==> src/rtl/text_area_pkg.sv <==
// Shared constants, FSM encoding and cursor operations for the text-area writer.
package text_area_pkg;

   localparam int unsigned COLS_DEF       = 80;
   localparam int unsigned ROWS_DEF       = 60;
   localparam int unsigned ROW_STRIDE_DEF = 128;
   localparam logic [15:0] BASE_DEF       = 16'd512;
   localparam logic [15:0] FILL_WORD_DEF  = 16'h0020;

   localparam logic [7:0] ASCII_BS    = 8'h08;
   localparam logic [7:0] ASCII_LF    = 8'h0A;
   localparam logic [7:0] ASCII_FF    = 8'h0C;
   localparam logic [7:0] ASCII_CR    = 8'h0D;
   localparam logic [7:0] ASCII_SPACE = 8'h20;
   localparam logic [7:0] ASCII_TILDE = 8'h7E;

   typedef enum logic [1:0] {CLR_ALL, IDLE, WRITE, CLR_ROW} wrState_e;

   typedef enum logic [2:0] {
      CUR_HOLD, CUR_INC, CUR_DEC, CUR_CR, CUR_NEWLINE, CUR_HOME
   } cursorOp_e;

endpackage

==> src/rtl/text_area_writer_if.sv <==
// Character stream in, text-RAM write bus out; master modport is the writer side.
interface text_area_writer_if;

   logic        char_valid;
   logic        char_ready;
   logic [7:0]  char_data;
   logic [7:0]  char_color;
   logic        mem_we;
   logic [15:0] mem_addr;
   logic [15:0] mem_wdata;

   modport master (
      input  char_valid, char_data, char_color,
      output char_ready, mem_we, mem_addr, mem_wdata
   );

   modport slave (
      output char_valid, char_data, char_color,
      input  char_ready, mem_we, mem_addr, mem_wdata
   );

endinterface

==> src/rtl/text_cursor.sv <==
// Terminal cursor: row/col registers with inc/dec/cr/newline/home and wrap flags.
module text_cursor
   import text_area_pkg::*;
#(
   parameter int unsigned COLS = COLS_DEF,
   parameter int unsigned ROWS = ROWS_DEF
) (
   input  logic       clk,
   input  logic       rst,
   input  cursorOp_e  op,
   output logic [5:0] row,
   output logic [6:0] col,
   output logic       lastCol_c,
   output logic [5:0] nextRow_c
);

   localparam logic [6:0] LAST_COL = 7'(COLS - 1);
   localparam logic [5:0] LAST_ROW = 6'(ROWS - 1);

   assign lastCol_c = (col == LAST_COL);
   assign nextRow_c = (row == LAST_ROW) ? 6'd0 : 6'(row + 6'd1);

   always_ff @(posedge clk or posedge rst) begin
      if (rst) begin
         row <= 6'd0;
         col <= 7'd0;
      end else begin
         unique case (op)
            CUR_INC: begin
               // Advancing past the last column behaves like a newline
               if (lastCol_c) begin
                  col <= 7'd0;
                  row <= nextRow_c;
               end else begin
                  col <= 7'(col + 7'd1);
               end
            end
            CUR_DEC:     if (col != 7'd0) col <= 7'(col - 7'd1);
            CUR_CR:      col <= 7'd0;
            CUR_NEWLINE: begin
               col <= 7'd0;
               row <= nextRow_c;
            end
            CUR_HOME: begin
               col <= 7'd0;
               row <= 6'd0;
            end
            default: ;
         endcase
      end
   end

endmodule

==> src/rtl/text_area_writer.sv <==
// Text-area RAM writer: clears the screen after reset, then prints characters at a cursor.
// Optional FORMFEED_CLEAR_EN: 0x0C clears the whole screen and homes the cursor.
module text_area_writer
   import text_area_pkg::*;
#(
   parameter int unsigned COLS       = COLS_DEF,
   parameter int unsigned ROWS       = ROWS_DEF,
   parameter int unsigned ROW_STRIDE = ROW_STRIDE_DEF,
   parameter logic [15:0] BASE       = BASE_DEF,
   parameter logic [15:0] FILL_WORD  = FILL_WORD_DEF
) (
   input  logic              clk,
   input  logic              rst,
   text_area_writer_if.master bus,
   output logic [5:0]        cursor_row,
   output logic [6:0]        cursor_col,
   output logic              init_done
);

   localparam logic [6:0] LAST_COL = 7'(COLS - 1);
   localparam logic [5:0] LAST_ROW = 6'(ROWS - 1);

   wrState_e   state;
   cursorOp_e  cursorOp;
   logic [5:0] clrRow;
   logic [6:0] clrCol;
   logic       pendNl;
   logic       accept;
   logic       isPrint;
   logic       clrAllLast;
   logic       lastCol_c;
   logic [5:0] nextRow_c;

   function automatic logic [15:0] cellAddr(input logic [5:0] r, input logic [6:0] c);
      return 16'(BASE + 16'(r) * 16'(ROW_STRIDE) + 16'(c));
   endfunction

   text_cursor #(.COLS(COLS), .ROWS(ROWS)) u_cursor (
      .clk       (clk),
      .rst       (rst),
      .op        (cursorOp),
      .row       (cursor_row),
      .col       (cursor_col),
      .lastCol_c (lastCol_c),
      .nextRow_c (nextRow_c)
   );

   // Character decode and the cursor move it implies at the accept edge
   always_comb begin
      cursorOp   = CUR_HOLD;
      accept     = bus.char_valid & bus.char_ready;
      isPrint    = (bus.char_data >= ASCII_SPACE) && (bus.char_data <= ASCII_TILDE);
      clrAllLast = (clrRow == LAST_ROW) && (clrCol == LAST_COL);
      if (accept) begin
         if (isPrint) begin
            cursorOp = CUR_INC;
         end else begin
            unique case (bus.char_data)
               ASCII_CR: cursorOp = CUR_CR;
               ASCII_LF: cursorOp = CUR_NEWLINE;
               ASCII_BS: cursorOp = CUR_DEC;
`ifdef FORMFEED_CLEAR_EN
               ASCII_FF: cursorOp = CUR_HOME;
`endif
               default:  cursorOp = CUR_HOLD;
            endcase
         end
      end
      if (state == CLR_ALL && bus.mem_we && clrAllLast) cursorOp = CUR_HOME;
   end

   always_ff @(posedge clk or posedge rst) begin
      if (rst) begin
         state          <= CLR_ALL;
         bus.mem_we     <= 1'b0;
         bus.mem_addr   <= BASE;
         bus.mem_wdata  <= 16'd0;
         bus.char_ready <= 1'b0;
         init_done      <= 1'b0;
         clrRow         <= 6'd0;
         clrCol         <= 7'd0;
         pendNl         <= 1'b0;
      end else begin
         unique case (state)
            CLR_ALL: begin
               // mem_we low means the sweep has not started yet
               if (!bus.mem_we) begin
                  bus.mem_we    <= 1'b1;
                  bus.mem_addr  <= BASE;
                  bus.mem_wdata <= FILL_WORD;
                  clrRow        <= 6'd0;
                  clrCol        <= 7'd0;
               end else if (clrAllLast) begin
                  bus.mem_we     <= 1'b0;
                  init_done      <= 1'b1;
                  bus.char_ready <= 1'b1;
                  state          <= IDLE;
               end else if (clrCol == LAST_COL) begin
                  clrCol       <= 7'd0;
                  clrRow       <= 6'(clrRow + 6'd1);
                  bus.mem_addr <= cellAddr(6'(clrRow + 6'd1), 7'd0);
               end else begin
                  clrCol       <= 7'(clrCol + 7'd1);
                  bus.mem_addr <= 16'(bus.mem_addr + 16'd1);
               end
            end
            IDLE: begin
               if (accept) begin
                  if (isPrint) begin
                     bus.mem_we     <= 1'b1;
                     bus.mem_addr   <= cellAddr(cursor_row, cursor_col);
                     bus.mem_wdata  <= {bus.char_color, bus.char_data};
                     pendNl         <= lastCol_c;
                     bus.char_ready <= 1'b0;
                     state          <= WRITE;
                  end else if (bus.char_data == ASCII_LF) begin
                     bus.mem_we     <= 1'b1;
                     bus.mem_addr   <= cellAddr(nextRow_c, 7'd0);
                     bus.mem_wdata  <= FILL_WORD;
                     clrCol         <= 7'd0;
                     bus.char_ready <= 1'b0;
                     state          <= CLR_ROW;
                  end else if (bus.char_data == ASCII_BS && cursor_col != 7'd0) begin
                     bus.mem_we     <= 1'b1;
                     bus.mem_addr   <= cellAddr(cursor_row, 7'(cursor_col - 7'd1));
                     bus.mem_wdata  <= FILL_WORD;
                     pendNl         <= 1'b0;
                     bus.char_ready <= 1'b0;
                     state          <= WRITE;
`ifdef FORMFEED_CLEAR_EN
                  end else if (bus.char_data == ASCII_FF) begin
                     bus.char_ready <= 1'b0;
                     state          <= CLR_ALL;
`endif
                  end
               end
            end
            WRITE: begin
               // Cursor has already moved to the new row when a wrap is pending
               if (pendNl) begin
                  bus.mem_addr  <= cellAddr(cursor_row, 7'd0);
                  bus.mem_wdata <= FILL_WORD;
                  clrCol        <= 7'd0;
                  state         <= CLR_ROW;
               end else begin
                  bus.mem_we     <= 1'b0;
                  bus.char_ready <= 1'b1;
                  state          <= IDLE;
               end
            end
            CLR_ROW: begin
               if (clrCol == LAST_COL) begin
                  bus.mem_we     <= 1'b0;
                  bus.char_ready <= 1'b1;
                  state          <= IDLE;
               end else begin
                  clrCol       <= 7'(clrCol + 7'd1);
                  bus.mem_addr <= 16'(bus.mem_addr + 16'd1);
               end
            end
            default: state <= CLR_ALL;
         endcase
      end
   end

endmodule

==> src/flat_wrapper.sv <==
// flat-port wrapper written by rule: the top's interface ports become plain ports
module text_area_writer_flat import text_area_pkg::*;
#(
   parameter int unsigned COLS       = COLS_DEF,
   parameter int unsigned ROWS       = ROWS_DEF,
   parameter int unsigned ROW_STRIDE = ROW_STRIDE_DEF,
   parameter logic [15:0] BASE       = BASE_DEF,
   parameter logic [15:0] FILL_WORD  = FILL_WORD_DEF
)
  (clk, rst, cursor_row, cursor_col, init_done, bus_char_valid, bus_char_data, bus_char_color, bus_char_ready, bus_mem_we, bus_mem_addr, bus_mem_wdata);
  text_area_writer_if bus_i ();
  input  logic clk;
  input  logic rst;
  output logic [5:0] cursor_row;
  output logic [6:0] cursor_col;
  output logic init_done;
  input wire logic [$bits(bus_i.char_valid)-1:0] bus_char_valid;
  input wire logic [$bits(bus_i.char_data)-1:0] bus_char_data;
  input wire logic [$bits(bus_i.char_color)-1:0] bus_char_color;
  output wire logic [$bits(bus_i.char_ready)-1:0] bus_char_ready;
  output wire logic [$bits(bus_i.mem_we)-1:0] bus_mem_we;
  output wire logic [$bits(bus_i.mem_addr)-1:0] bus_mem_addr;
  output wire logic [$bits(bus_i.mem_wdata)-1:0] bus_mem_wdata;
  assign bus_i.char_valid = bus_char_valid;
  assign bus_i.char_data = bus_char_data;
  assign bus_i.char_color = bus_char_color;
  assign bus_char_ready = bus_i.char_ready;
  assign bus_mem_we = bus_i.mem_we;
  assign bus_mem_addr = bus_i.mem_addr;
  assign bus_mem_wdata = bus_i.mem_wdata;
  text_area_writer #(.COLS(COLS), .ROWS(ROWS), .ROW_STRIDE(ROW_STRIDE), .BASE(BASE), .FILL_WORD(FILL_WORD)) u_core (.clk(clk), .rst(rst), .bus(bus_i), .cursor_row(cursor_row), .cursor_col(cursor_col), .init_done(init_done));
endmodule
==> config.mk <==
export PLATFORM = sky130hd
export DESIGN_NAME = text_area_writer_flat
export DESIGN_NICKNAME = d
export VERILOG_FILES = /design/src/rtl/text_area_pkg.sv /design/src/rtl/text_area_writer_if.sv /design/src/rtl/text_cursor.sv /design/src/rtl/text_area_writer.sv /design/src/flat_wrapper.sv
export SDC_FILE = /design/constraint.sdc
export NUM_CORES = 1
export LEC_CHECK = 0
export CORE_AREA = 3 3 104 106
export CTS_BUF_LIST = sky130_fd_sc_hd__clkbuf_8 sky130_fd_sc_hd__clkbuf_16
export CTS_CLUSTER_SIZE = 14
export DETAILED_ROUTE_END_ITERATION = 8
export DIE_AREA = 0 0 107 109
export GPL_ROUTABILITY_DRIVEN = 1
export PLACE_DENSITY_LB_ADDON = 0.05
export SYNTH_ARGS = -nofsm -noshare
export SYNTH_HDL_FRONTEND = slang
export SYNTH_SLANG_ARGS = --single-unit
==> constraint.sdc <==
create_clock -name clk -period 3.4 [get_ports clk]
set_clock_uncertainty 0.2 [all_clocks]
set_input_delay 0.68 -clock clk [delete_from_list [all_inputs] [get_ports clk]]
set_output_delay 0.68 -clock clk [all_outputs]
set_load 0.1 [all_outputs]
=== Word-level counts from Yosys, hierarchy flattened ===
Index checks and enable logic that the tools add are counted.

* Flip-flop bits (word level): 64
* Input port bits: 19
* Output and inout port bits: 48
* Logic and storage cells: 148

* Add/subtract/negate cells: 11
* $lt $le $gt $ge: 2
* Eq/ne operators: 32
* Mux-type cells: 68
* Bitwise logic cells: 1
* Reduce and logical (&&, ||, !) cells: 23

{| class="wikitable"
|+ Operator list
! cell !! count
|-
| $mux W16 || 15
|-
| $mux W7 || 10
|-
| $pmux W16 S4 || 1
|-
| $pmux W16 S3 || 1
|-
| $add A10 B13 Y14 const A || 3
|-
| $add A16 B7 Y16 || 2
|-
| $mux W6 || 5
|-
| $pmux W7 S4 || 1
|-
| $eq A8 B4 Y1 const B || 3
|-
| $pmux W7 S3 || 1
|-
| $mux W1 || 18
|-
| $ne A2 B1 Y1 const B || 9
|-
| $pmux W6 S3 || 1
|-
| $add A16 B1 Y16 const B || 1
|-
| $mux W2 || 8
|-
| $reduce_and A5 Y1 || 3
|-
| $add A7 B1 Y7 const B || 2
|-
| $eq A7 B7 Y1 const B || 2
|-
| $add A6 B1 Y6 const B || 2
|-
| $eq A6 B6 Y1 const B || 2
|-
| $ne A2 B2 Y1 const B || 6
|-
| $reduce_and A6 Y1 || 2
|-
| $mux W3 || 3
|-
| $pmux W3 S3 || 1
|-
| other kinds (22) || 35
|}

=== Depth between registers and ports, before layout ===
Gate-level depths: netlist of the first run.

* Depth in word-level cells: 9
* Depth in mapped cells: 12
* Mapped depth without buffers: 11

=== By module ===
From an unflattened synthesis of the first run, not the netlist that was laid out.

* Cell total of the unflattened synthesis: 554
* Area, all modules: 4,616.9 um^2

{| class="wikitable"
|+ By module, submodules not included
! module !! instances !! cells an instance !! area each (um^2)
|-
| text_area_writer || 1 || 412 || 3,385.7
|-
| text_cursor || 1 || 142 || 1,231.2
|}

=== Worst setup path before layout of the first run ===
Ideal clock, no wire load.

* Path type: flip-flop to flip-flop
* Start: register u_core.u_cursor.col[0]
* End: register u_core.u_cursor.col[1]
* Arrival time: 3.002 ns
* Setup slack: 0.070 ns
* Cell stages (with the launch flop): 9
* Clock period less this slack: 3.330 ns
* Path through: dfrtp_1 -> inv_1 -> ha_1 -> or4b_1 -> or3_1 -> clkbuf_1 -> or3b_4 -> a21oi_4 -> mux2_1

* Cells in the longest elaborated chain, start to end: 3
* Elaborated cells between the ends (all ways): 9

{| class="wikitable"
|+ RTL lines
! element !! line !! RTL
|-
| from (decl) || text_cursor.sv:12 || <nowiki>output logic [6:0] col,</nowiki>
|-
| from (signal assigned) || text_cursor.sv:35 || <nowiki>col <= 7'(col + 7'd1);</nowiki>
|-
| from (signal assigned) || text_cursor.sv:38 || <nowiki>CUR_DEC: if (col != 7'd0) col <= 7'(col - 7'd1);</nowiki>
|-
| $sub A7 B1 Y7, or another cell as far along || text_cursor.sv:38 ||
|-
| $mux W7, or another cell as far along || text_cursor.sv:38 ||
|-
| $pmux W7 S3 / $reduce_and A2 Y1 (equally long branches) || -- ||
|}

Several ways; a longest one is shown, not always the timed one. The select of a mux whose other input is x is not followed.
A chain may end at the register's enable or synchronous reset.

=== Worst setup path after layout of the first run ===
* Start: input bus_char_data[5]
* End: register u_core.u_cursor.col[4]

* Cells in the longest elaborated chain, start to end: 9
* Elaborated cells between the ends (all ways): 20

{| class="wikitable"
|+ RTL lines
! element !! line !! RTL
|-
| from (decl) || flat_wrapper.sv:18 || <nowiki>input wire logic [$bits(bus_i.char_data)-1:0] bus_char_data;</nowiki>
|-
| $ge A8 B6 Y1, or another cell as far along || text_area_writer.sv:52 || <nowiki>isPrint = (bus.char_data >= ASCII_SPACE) && (bus.char_data <= ASCII_TILDE);</nowiki>
|-
| $logic_and A1 B1 Y1 / $pmux W3 S3 (equally long branches) || text_area_writer.sv:52, text_area_writer.sv:58 ||
|-
| $mux W3 (*) || text_area_writer.sv:55 || <nowiki>if (isPrint) begin</nowiki>
|-
| $mux W3 (*) || text_area_writer.sv:54 || <nowiki>if (accept) begin</nowiki>
|-
| $mux W3 (*) || text_area_writer.sv:69 || <nowiki>if (state == CLR_ALL && bus.mem_we && clrAllLast) cursorOp = CUR_HOME;</nowiki>
|-
| $eq A3 B3 Y1 / $eq A3 B2 Y1 (equally long branches) || text_cursor.sv:28 || <nowiki>unique case (op)</nowiki>
|-
| $reduce_or A3 Y1 (no line) || -- ||
|-
| $reduce_bool A3 Y1 (no line) || -- ||
|-
| $reduce_and A2 Y1 (no line) || -- ||
|}

Every way passes the cells marked *; elsewhere a longest branch is shown, timed or not.

==> results of run 1 <==
[cell type report]
class | count | area [um^2] | area share, %
Timing Repair Buffer | 90 | 733 | 13.5
Tap cell | 133 | 166 | 3.06
Multi-Input combinational cell | 438 | 2670 | 49.1
Clock inverter | 7 | 63.8 | 1.17
Inverter | 21 | 78.8 | 1.45
Clock buffer | 9 | 124 | 2.28
Sequential cell | 64 | 1600 | 29.5
[worst max-delay path by stage]
| stage | cells after the start | end | start |
|---|---|---|---|
| finish | 7 | u_core.u_cursor.col[4] | bus_char_data[5] |
| global route | 7 | u_core.u_cursor.col[4] | bus_char_data[5] |
| detailed placement | 7 | u_core.u_cursor.col[4] | bus_char_data[5] |
| global placement | 7 | u_core.u_cursor.col[4] | bus_char_data[5] |
| floorplan | 8 | u_core.u_cursor.col[1] | u_core.u_cursor.col[0] |
| CTS | 7 | u_core.u_cursor.col[4] | bus_char_data[5] |
[flip-flops by register name, summed over array words and instances (netlist names)]
| register | flops |
|---|---|
| u_core.bus.char_ready | 1 |
| u_core.bus.mem_addr | 16 |
| u_core.bus.mem_wdata | 16 |
| u_core.bus.mem_we | 1 |
| u_core.clrCol | 7 |
| u_core.clrRow | 6 |
| u_core.init_done | 1 |
| u_core.pendNl | 1 |
| u_core.state | 2 |
| u_core.u_cursor.col | 7 |
| u_core.u_cursor.row | 6 |
[kinds of logic (layout without fill, tap and decap cells)]
family                     count (synthesis)  after routing  synth area share [%]
AOI/OAI and AO/OA                        162            162                  23.4
xor gates and xnor gates                  19             19                  3.72
adders and majority gates                 15             15                  4.20
buffers and inverters                     47            127                  4.40
DFF                                       64             64                  35.9
muxes                                      8              8                  1.90
and+or+nand+nor                          234            234                  26.5
[power by group]
part | leakage [nW] | switching (mW) | internal (mW)
clock network | 0.0962 | 0.325 | 0.332
logic | 1.35 | 2.27 | 0.800
registers | 0.845 | 0.246 | 0.979
[metal layers]
metal	vias up	track usage, %	part of all wire [%]
met5	-	0	0
met4	0	5.39	1.2
met3	16	3.26	3.7
met2	111	38.6	48
met1	2082	30.8	47
li1	2145	-	-
[cells in the final DEF (no fill, tap or decap), drive strengths merged, types with 4 or more instances in the layout]
master / netlist / final
a31oi: 6 / 6
nor3: 15 / 15
nor2: 24 / 24
nor3b: 4 / 4
clkbuf: 19 / 9
clkdlybuf4s50: 0 / 18
nor4: 5 / 5
a21boi: 4 / 4
a2bb2oi: 4 / 4
mux2i: 4 / 4
inv: 21 / 22
o31ai: 13 / 13
o211ai: 5 / 5
o21ai: 66 / 66
and2: 12 / 12
xnor2: 12 / 12
buf: 7 / 72
nand4: 9 / 9
nand3: 28 / 28
or3: 4 / 4
a22oi: 4 / 4
xor2: 7 / 7
nand2b: 9 / 9
dfrtp: 63 / 63
or4: 4 / 4
nor2b: 5 / 5
nand2: 91 / 91
a21oi: 27 / 27
mux2: 4 / 4
ha: 15 / 15
and3: 8 / 8
or2: 4 / 4
[through the flow]
stage          setup slack [ns]  cell area [um^2]  power, mW  instances
2_1_floorplan            0.0698              4470       3.55        549
3_3_place_gp              0.181              5250       4.27        746
3_5_place_dp             0.0854              5250       4.30        746
4_1_cts                   0.439              5440       4.97        762
5_1_grt                   0.278              5440       5.26        762
6_report                  0.423              5440       4.96        762
[worst max-delay path, cell delays in order]
cell,delay (ns)
sky130_fd_sc_hd__clkdlybuf4s50_1,0.49
sky130_fd_sc_hd__nor4_4,0.40
sky130_fd_sc_hd__o211ai_1,0.20
sky130_fd_sc_hd__a21oi_1,0.33
sky130_fd_sc_hd__a21oi_4,0.12
sky130_fd_sc_hd__or4_1,0.54
sky130_fd_sc_hd__o31ai_1,0.26
==> metrics.md, run 1 <==
| Metric | Value |
|---|---|
| Headroom to the max-slew limit | 43.9% |
| Worst EP arrival | 3.03 ns |
| Count of hold buffers inserted by post-cts repair | 0 |
| Placeable core region | 9860 um^2 |
| Worst min-delay path class | register to register |
| Number of antenna violations at the first check in global routing | 0 |
| Depth of the worst hold-timing path | 1 |
| Maximum number of pins on one net before global-route repair | 35 |
| Clock latency of the later-clocked register in the worst-skew pair | 0.35 ns |
| Fillers | 933 |
| Tcrit/Tclk final | 87.6% |
| Cell Pwr Density | 911 nW/um^2 |
| Total Neg Setup Slack | 0 ns |
| Largest voltage drop on the vdd net | 0.000601 V |
| Number of DRC violations after detailed-routing iteration 0 | 288 |
| Total standard cell area after synthesis | 4470 um^2 |
| Starting utilization of the core area | 45.3% |
| Minimum setup slack among reg-to-reg paths | 0.50 ns |
| Number of I/O pins | 67 |
| Final standard cell utilization of the core | 55.1% |
| FFs w/ async S/R, synth | 100% |
| Achievable Freq | 336 MHz |
| Fin. max-slew vios | 0 |
| Static power due to leakage | 2.29 nW |
| Final GP Congestion | 0.924 |
| Nets | 658 |
| Number of buffers inserted during clock tree synthesis | 9 |
| Die width | 107 um |
| Most used flip-flop cell after synthesis | sky130_fd_sc_hd__dfrtp_1 |
| Drt via density | 5.71 |
| Global route total overflow | 0 |
| Result of the run | completed |
| Clock tree root driver cell | sky130_fd_sc_hd__clkbuf_8 |
| Number of flops mapped to enable cells by yosys | 0 |
| Die height | 109 um |
| Signed area change from the synthesized netlist to the final layout | 21.7% |
| Remaining DRCs | 0 |
| Avg Synthesized Cell Area | 8.14 um^2 |
| Synthesis warning total | 0 |
| RSZ-0062 raised after global routing | false |
| Max FO, Critical Path | 6 |
| Count of vias placed by the detailed router | 4354 |
| Origin of the worst min-delay path | u_core.init_done |
| Data required time of the critical path | 3.45 ns |
| Leading cell types by total area after synthesis | sky130_fd_sc_hd__dfrtp_1 35%, sky130_fd_sc_hd__nand2_1 7.6%, sky130_fd_sc_hd__o21ai_0 6.8% |
| Full die area | 11700 um^2 |
| Drt pass-1 iters | 5 |
| Maximum capacitance violations | 0 |
| Number of core rows | 36 |
| Most area-hungry cell type in the Yosys netlist | sky130_fd_sc_hd__dfrtp_1 |
| Share of final-layout standard cells stronger than drive strength 1 | 16.7% |
| TritonCTS clock tree | done |
| Proportion of synthesized chip area in sequential cells | 35.9% |
| Longest Clk Path Bufs | 2 |
| Fraction of post-synthesis cell area in the top cell type by area | 35.3% |
| Gr usage total | 22.7% |
| Endpoint of the worst register-to-register path | u_core.bus.mem_wdata[12] |
| Hold Crit Endpoint | u_core.init_done |
| Number of different library cells in the post-synthesis netlist | 72 |
| Vias in the first global route | 4294 |
| Number of diodes | 0 |
| Global-route wire length before repair | 21500 um |
| Residual antenna-violating net count after detailed routing | 0 |
| Cts repair resizes | 0 |
| Reg2Reg Depth | 8 |
| HPWL after DPL | 9390 um |
| H-tree level count | 3 |
| Number of cells produced by synthesis | 549 |
| Register bit count reported by yosys | 64 |
| Most instantiated cells after synthesis | 91 x sky130_fd_sc_hd__nand2_1, 63 x sky130_fd_sc_hd__dfrtp_1, 61 x sky130_fd_sc_hd__o21ai_0 |
| Transition time of the tightest slew-check pin | 0.839 ns |
| Port Buffers | 66 |
| DRT Wirelength | 12700 um |
| Hold slack | 0.278 ns |
| CTS sink cnt | 64 |
| Dominant cell by count in the synthesized netlist | sky130_fd_sc_hd__nand2_1 |
| Synthesized net count | 583 |
| Beginning of the worst register-to-register path | u_core.u_cursor.col[0] |
| Total setup buffers inserted after CTS | 0 |
| Hold Violations, Final | 0 |
| Final setup violation count | 0 |
| Setup crit start kind | input port |
| Critical path capture point type | register |
| Register clock-pin slew on the reported worst setup and hold paths | 0.07 ns |
| Worst setup path class | input port to register |
| Post-route minimum period | 2.98 ns |
| Routed wire per std cell | 16.7 um |
(Power assumes the default switching activity.)
==> run 2, diff against run 1 <==
--- a/config.mk
+++ b/config.mk
@@ -10,6 +10,7 @@
 export CTS_CLUSTER_SIZE = 14
 export DETAILED_ROUTE_END_ITERATION = 8
 export DIE_AREA = 0 0 107 109
+export DONT_BUFFER_PORTS = 1
 export GPL_ROUTABILITY_DRIVEN = 1
 export PLACE_DENSITY_LB_ADDON = 0.05
 export SYNTH_ARGS = -nofsm -noshare
==> run 2 against run 1 <==
Effect of this change: combinational power fell by 23%; utilization fell by 3.4 points; sequential cell count did not move; critical path depth rose by 1; worst setup slack got worse by 0.12 ns; design area fell by 6.1%; first-iteration DRC count rose by 15%; largest cell class unchanged; largest power group unchanged.
==> metrics.md, run 2 (same netlist as run 1, synthesis figures left out) <==
| Metric | Value |
|---|---|
| Result of the run | completed |
| DRT Wirelength | 12800 um (+0.70%) |
| Count of vias placed by the detailed router | 4184 (-3.9%) |
| Residual antenna-violating net count after detailed routing | 0 (unchanged) |
| Worst EP arrival | 3.13 ns (+0.10 ns) |
| Fin. max-slew vios | 0 (unchanged) |
| Hold Violations, Final | 0 (unchanged) |
| Final setup violation count | 0 (unchanged) |
| Worst setup path start | u_core.u_cursor.col[0] |
| Post-route minimum period | 3.10 ns (+0.119 ns) |
| Die height | 109 um (unchanged) |
| Critical path capture point type | register |
| Achievable Freq | 323 MHz (-3.9%) |
| Final GP Congestion | 0.892 (-3.5%) |
| Min setup slack post-route | 0.304 ns (-0.119 ns) |
| Beginning of the worst register-to-register path | u_core.u_cursor.col[0] |
| Vias in the first global route | 4044 (-5.8%) |
| Number of DRC violations after detailed-routing iteration 0 | 332 (+15%) |
| Largest registers in the final layout | u_core.bus.mem_addr: 16 flops, u_core.bus.mem_wdata: 16 flops |
| Starting utilization of the core area | 45.3% (unchanged) |
| Die width | 107 um (unchanged) |
| Data required time of the critical path | 3.43 ns (-0.02 ns) |
| Cell type of the slowest stage on the worst timing path | sky130_fd_sc_hd__or2_1 |
| Global route total overflow | 0 (unchanged) |
| Longest Clk Path Bufs | 2 (unchanged) |
| Drt pass-1 iters | 9 (+4) |
| Clock latency of the later-clocked register in the worst-skew pair | 0.36 ns (about the same) |
| Worst setup path class | register to register |
| H-tree level count | 3 (unchanged) |
| Non-filler instance count after layout | 713 (-6.4%) |
| Number of antenna violations at the first check in global routing | 0 (unchanged) |
| Full die area | 11700 um^2 (unchanged) |
| Total Power Consumption | 5.00 mW (+0.99%) |
| Number of buffers inserted during clock tree synthesis | 9 (unchanged) |
| Register clock-pin slew on the reported worst setup and hold paths | 0.08 ns (about the same) |
| Count of hold buffers inserted by post-cts repair | 0 (unchanged) |
| Delay of the slowest cell on the worst path | 0.53 ns (about the same) |
| Port Buffers | 0 (-100%) |
| Clock tree root driver cell | sky130_fd_sc_hd__clkbuf_8 |
| TritonCTS clock tree | done |
| Nets | 609 (-7.4%) |
| Number of core rows | 36 (unchanged) |
| Commonest cells after routing, fill and taps aside | 91 x sky130_fd_sc_hd__nand2_1, 63 x sky130_fd_sc_hd__dfrtp_1, 61 x sky130_fd_sc_hd__o21ai_0 |
| Number of cells after detailed placement | 697 (-6.6%) |
| Static power due to leakage | 2.09 nW (-8.8%) |
| Routed wire per std cell | 18.0 um (+7.6%) |
| Placeable core region | 9860 um^2 (unchanged) |
| Chain of cells forming the critical path | inv_1, ha_1, or4b_1, or4_4, a211oi_4, or2_1, o21ai_0, o311ai_0 |
| Tcrit/Tclk final | 91.1% (+3.5 points) |
| Signed area change from the synthesized netlist to the final layout | 14.2% |
| Headroom to the max-slew limit | 32.2% (-12 points) |
| Cell class contributing the biggest share of worst-path delay | simple AND/OR/NAND/NOR gates |
| Sum of buffers and inverters on the critical path | 1 (unchanged) |
| Max FO, Critical Path | 19 (+13) |
| Worst min-delay path class | input port to asynchronous set/reset pin |
| Cts repair resizes | 0 (unchanged) |
| Transition time of the tightest slew-check pin | 1.02 ns (+0.178 ns) |
| Drt via density | 5.87 (+2.7%) |
| RSZ-0062 raised after global routing | false |
| Largest voltage drop on the vdd net | 0.000513 V (-15%) |
| Cell Pwr Density | 980 nW/um^2 (+7.6%) |
| Setup crit start kind | register |
| Maximum number of pins on one net before global-route repair | 41 (+17%) |
| Global-route wire length before repair | 21200 um (-1.5%) |
| Number of diodes | 0 (unchanged) |
| CTS sink cnt | 64 (unchanged) |
| Placement Setup Slack | 0.348 ns (+0.263 ns) |
| HPWL after DPL | 9530 um (+1.5%) |
| Total Neg Setup Slack | 0 ns (unchanged) |
| Remaining DRCs | 0 (unchanged) |
| Total setup buffers inserted after CTS | 0 (unchanged) |
| Most frequent standard cell in the layout excluding fill and tap cells | sky130_fd_sc_hd__nand2_1 |
| Gr usage total | 23.1% (+0.32 points) |
| Share of final-layout standard cells stronger than drive strength 1 | 12.9% (-3.8 points) |
| Number of I/O pins | 67 (unchanged) |
| Maximum capacitance violations | 0 (unchanged) |
run 2: report_power, final:
| group | total, mW | switching [mW] | internal, mW | leakage [nW] |
|---|---|---|---|---|
| combinational | 2.37 | 1.74 | 0.638 | 1.12 |
| clock | 0.907 | 0.345 | 0.562 | 0.126 |
| sequential | 1.72 | 0.761 | 0.964 | 0.845 |
run 2: metal layers:
metal,part of all wire [%],vias up,track usage [%]
met5,0,-,0
met4,1.7,0,7.49
met3,5.4,20,4.68
met2,46,102,36.7
met1,46,2000,31.6
li1,-,2062,-
run 2: final timing paths:
kind                       depth (start not counted)                  endpoint  slack [ns]
max                                                8   u_core.bus.mem_addr[13]        0.30
min                                                1  u_core.bus.mem_wdata[12]        0.19
max reg2reg                                        8   u_core.bus.mem_addr[13]        0.30
min reg2reg                                        1          u_core.clrCol[6]        0.29
max in group asynchronous                          2    u_core.bus.mem_addr[9]        2.08
min in group clk                                   2  u_core.bus.mem_wdata[12]        0.25
run 2: metrics by stage:
step	utilization, %	hold slack [ns]	cell area [um^2]
floorplan	-	0.246	4470
global placement	49.0	0.267	4840
detailed placement	49.0	0.271	4840
CTS	51.8	0.212	5110
global route	51.8	0.238	5110
finish	51.8	0.187	5110
run 2: final cells by class:
class	instances	area (um^2)
multi-input cells	438	2670
well taps	133	166
flip-flops and latches	64	1600
fillers	951	4760
repair buffers	41	320
clock buffers	9	124
inverters	21	78.8
clock inverters	7	144
==> run 3, diff against run 2 <==
--- a/config.mk
+++ b/config.mk
@@ -13,6 +13,7 @@
 export DONT_BUFFER_PORTS = 1
 export GPL_ROUTABILITY_DRIVEN = 1
 export PLACE_DENSITY_LB_ADDON = 0.05
+export REMOVE_ABC_BUFFERS = 1
 export SYNTH_ARGS = -nofsm -noshare
 export SYNTH_HDL_FRONTEND = slang
 export SYNTH_SLANG_ARGS = --single-unit
==> run 3 against run 2 <==
Effect of this change: clock power down 22%; non-clock buffer count decreased by 2; largest power group unchanged; total power is 4.4% lower; first-iteration DRC count down 14%; sequential power increased by 6%; routed wire length fell by 2.9%.
==> metrics.md, run 3 (same netlist as run 1, synthesis figures left out) <==
| Metric | Value |
|---|---|
| Result of the run | completed |
| Number of core rows | 36 (unchanged) |
| Largest voltage drop on the vdd net | 0.000772 V (+50%) |
| Gr usage total | 22.3% (-0.72 points) |
| Count of hold buffers inserted by post-cts repair | 0 (unchanged) |
| Final setup violation count | 0 (unchanged) |
| RSZ-0062 raised after global routing | false |
| Post-place instance area | 4820 um^2 (-0.31%) |
| Total setup buffers inserted after CTS | 0 (unchanged) |
| Worst EP arrival | 3.08 ns (-0.05 ns) |
| Fillers | 972 (+2.2%) |
| Die width | 107 um (unchanged) |
| Number of I/O pins | 67 (unchanged) |
| Tcrit/Tclk final | 88.4% (-2.7 points) |
| Port Buffers | 0 (unchanged) |
| Global route total overflow | 0 (unchanged) |
| Die height | 109 um (unchanged) |
| Largest registers in the final layout | u_core.bus.mem_addr: 16 flops, u_core.bus.mem_wdata: 16 flops |
| DRT Wirelength | 12500 um (-2.9%) |
| Nets | 607 (-0.33%) |
| Hold Violations, Final | 0 (unchanged) |
| Clock latency of the later-clocked register in the worst-skew pair | 0.36 ns (about the same) |
| HPWL after DPL | 9280 um (-2.7%) |
| Starting utilization of the core area | 45.3% (unchanged) |
| Final GP Congestion | 0.920 (+3.2%) |
| Data required time of the critical path | 3.47 ns (+0.04 ns) |
| TritonCTS clock tree | done |
| Most frequent standard cell in the layout excluding fill and tap cells | sky130_fd_sc_hd__nand2_1 |
| Headroom to the max-slew limit | 32.1% (-0.12 points) |
| Transition time of the tightest slew-check pin | 1.02 ns (+0.00178 ns) |
| Vias in the first global route | 4039 (-0.12%) |
| Count of vias placed by the detailed router | 4178 (-0.14%) |
| Clock tree root driver cell | sky130_fd_sc_hd__clkbuf_8 |
| Number of diodes | 0 (unchanged) |
| Full die area | 11700 um^2 (unchanged) |
| Signed area change from the synthesized netlist to the final layout | 12.5% |
| Drt via density | 5.88 (+0.14%) |
| Remaining DRCs | 0 (unchanged) |
| Achievable Freq | 333 MHz (+3.0%) |
| Number of DRC violations after detailed-routing iteration 0 | 287 (-14%) |
| H-tree level count | 3 (unchanged) |
| Cts repair resizes | 0 (unchanged) |
| Share of final-layout standard cells stronger than drive strength 1 | 12.6% (-0.30 points) |
| Routed wire per std cell | 17.5 um (-2.7%) |
| Residual antenna-violating net count after detailed routing | 0 (unchanged) |
| Drt pass-1 iters | 5 (-4) |
| Max FO, Critical Path | 12 (-7) |
| Maximum capacitance violations | 0 (unchanged) |
| Fin. max-slew vios | 0 (unchanged) |
| Post-route cell area | 5030 um^2 (-1.6%) |
| Post-route minimum period | 3.01 ns (-0.0903 ns) |
| Worst setup path class | register to register |
| Hold slack | 0.118 ns (-0.0690 ns) |
| CTS sink cnt | 64 (unchanged) |
| Worst min-delay path class | input port to asynchronous set/reset pin |
| Setup crit start kind | register |
| Commonest cells after routing, fill and taps aside | 91 x sky130_fd_sc_hd__nand2_1, 63 x sky130_fd_sc_hd__dfrtp_1, 61 x sky130_fd_sc_hd__o21ai_0 |
| Static power due to leakage | 2.05 nW (-1.6%) |
| Critical path capture point type | register |
| Maximum number of pins on one net before global-route repair | 34 (-17%) |
| Total Neg Setup Slack | 0 ns (unchanged) |
| Total Power Consumption | 4.78 mW (-4.4%) |
| Register clock-pin slew on the reported worst setup and hold paths | 0.08 ns (about the same) |
| Number of antenna violations at the first check in global routing | 0 (unchanged) |
| Longest Clk Path Bufs | 2 (unchanged) |
| Cell Pwr Density | 952 nW/um^2 (-2.9%) |
| Number of buffers inserted during clock tree synthesis | 9 (unchanged) |
| Placeable core region | 9860 um^2 (unchanged) |
| Global-route wire length before repair | 20700 um (-2.5%) |
-- run 3: cell count changes in the layout (fill, tap and decap cells not counted) --
cell and delta:
sky130_fd_sc_hd__clkinv_4 +2, sky130_fd_sc_hd__clkinv_2 +1, sky130_fd_sc_hd__clkinvlp_4 -2, sky130_fd_sc_hd__inv_6 +2
sky130_fd_sc_hd__bufinv_16 -3, sky130_fd_sc_hd__buf_4 -2
-- run 3: stage by stage --
stage	worst slack (ns)	cells	utilization, %
finish	0.394	711	51.0
global placement	0.388	695	48.9
global route	0.251	711	51.0
floorplan	-0.0241	523	-
CTS	0.407	711	51.0
detailed placement	0.402	695	48.9
-- run 3: report_power, final --
group          internal, mW  leakage (nW)  switching, mW
logic                 0.633          1.11           1.62
clock network         0.346         0.104          0.359
registers             0.966         0.845          0.857
total                  1.95          2.05           2.84
-- run 3: worst max-delay path, cell delays in order, from the launching register on --
cell	delay, ns
sky130_fd_sc_hd__dfrtp_1	0.38
sky130_fd_sc_hd__inv_1	0.12
sky130_fd_sc_hd__ha_1	0.16
sky130_fd_sc_hd__or4b_1	0.45
sky130_fd_sc_hd__or4_4	0.44
sky130_fd_sc_hd__a211oi_4	0.36
sky130_fd_sc_hd__or2_1	0.40
sky130_fd_sc_hd__buf_4	0.22
sky130_fd_sc_hd__o21ai_0	0.09
sky130_fd_sc_hd__o21ai_0	0.09
-- run 3: final timing paths --
kind / from / end / slack [ns] / cells after the start
min: rst / u_core.bus.mem_wdata[10] / 0.12 / 1
min in group clk: bus_char_color[5] / u_core.bus.mem_wdata[13] / 0.25 / 2
max in group asynchronous: rst / u_core.bus.mem_addr[0] / 2.24 / 2
min reg2reg: u_core.clrCol[6] / u_core.clrCol[6] / 0.29 / 1
max: u_core.u_cursor.col[0] / u_core.bus.mem_addr[2] / 0.39 / 9
max reg2reg: u_core.u_cursor.col[0] / u_core.bus.mem_addr[2] / 0.39 / 9
-- run 3: layout make-up --
type | count | area (um^2) | share of cell area [%]
clock inverter | 7 | 78.8 | 1.57
inverter | 21 | 78.8 | 1.57
timing repair buffer | 39 | 305 | 6.07
multi-input combinational | 438 | 2670 | 53.1
clock buffer | 9 | 124 | 2.46
tap | 133 | 166 | 3.31
sequential | 64 | 1600 | 31.9
-- run 3: per-layer routing --
metal	GRT usage [%]	part of all wire (%)	vias to the layer above
met5	0	0	-
met4	7.76	1.7	0
met3	4.74	6.3	19
met2	35.3	45	114
met1	30.5	47	1999
li1	-	-	2046
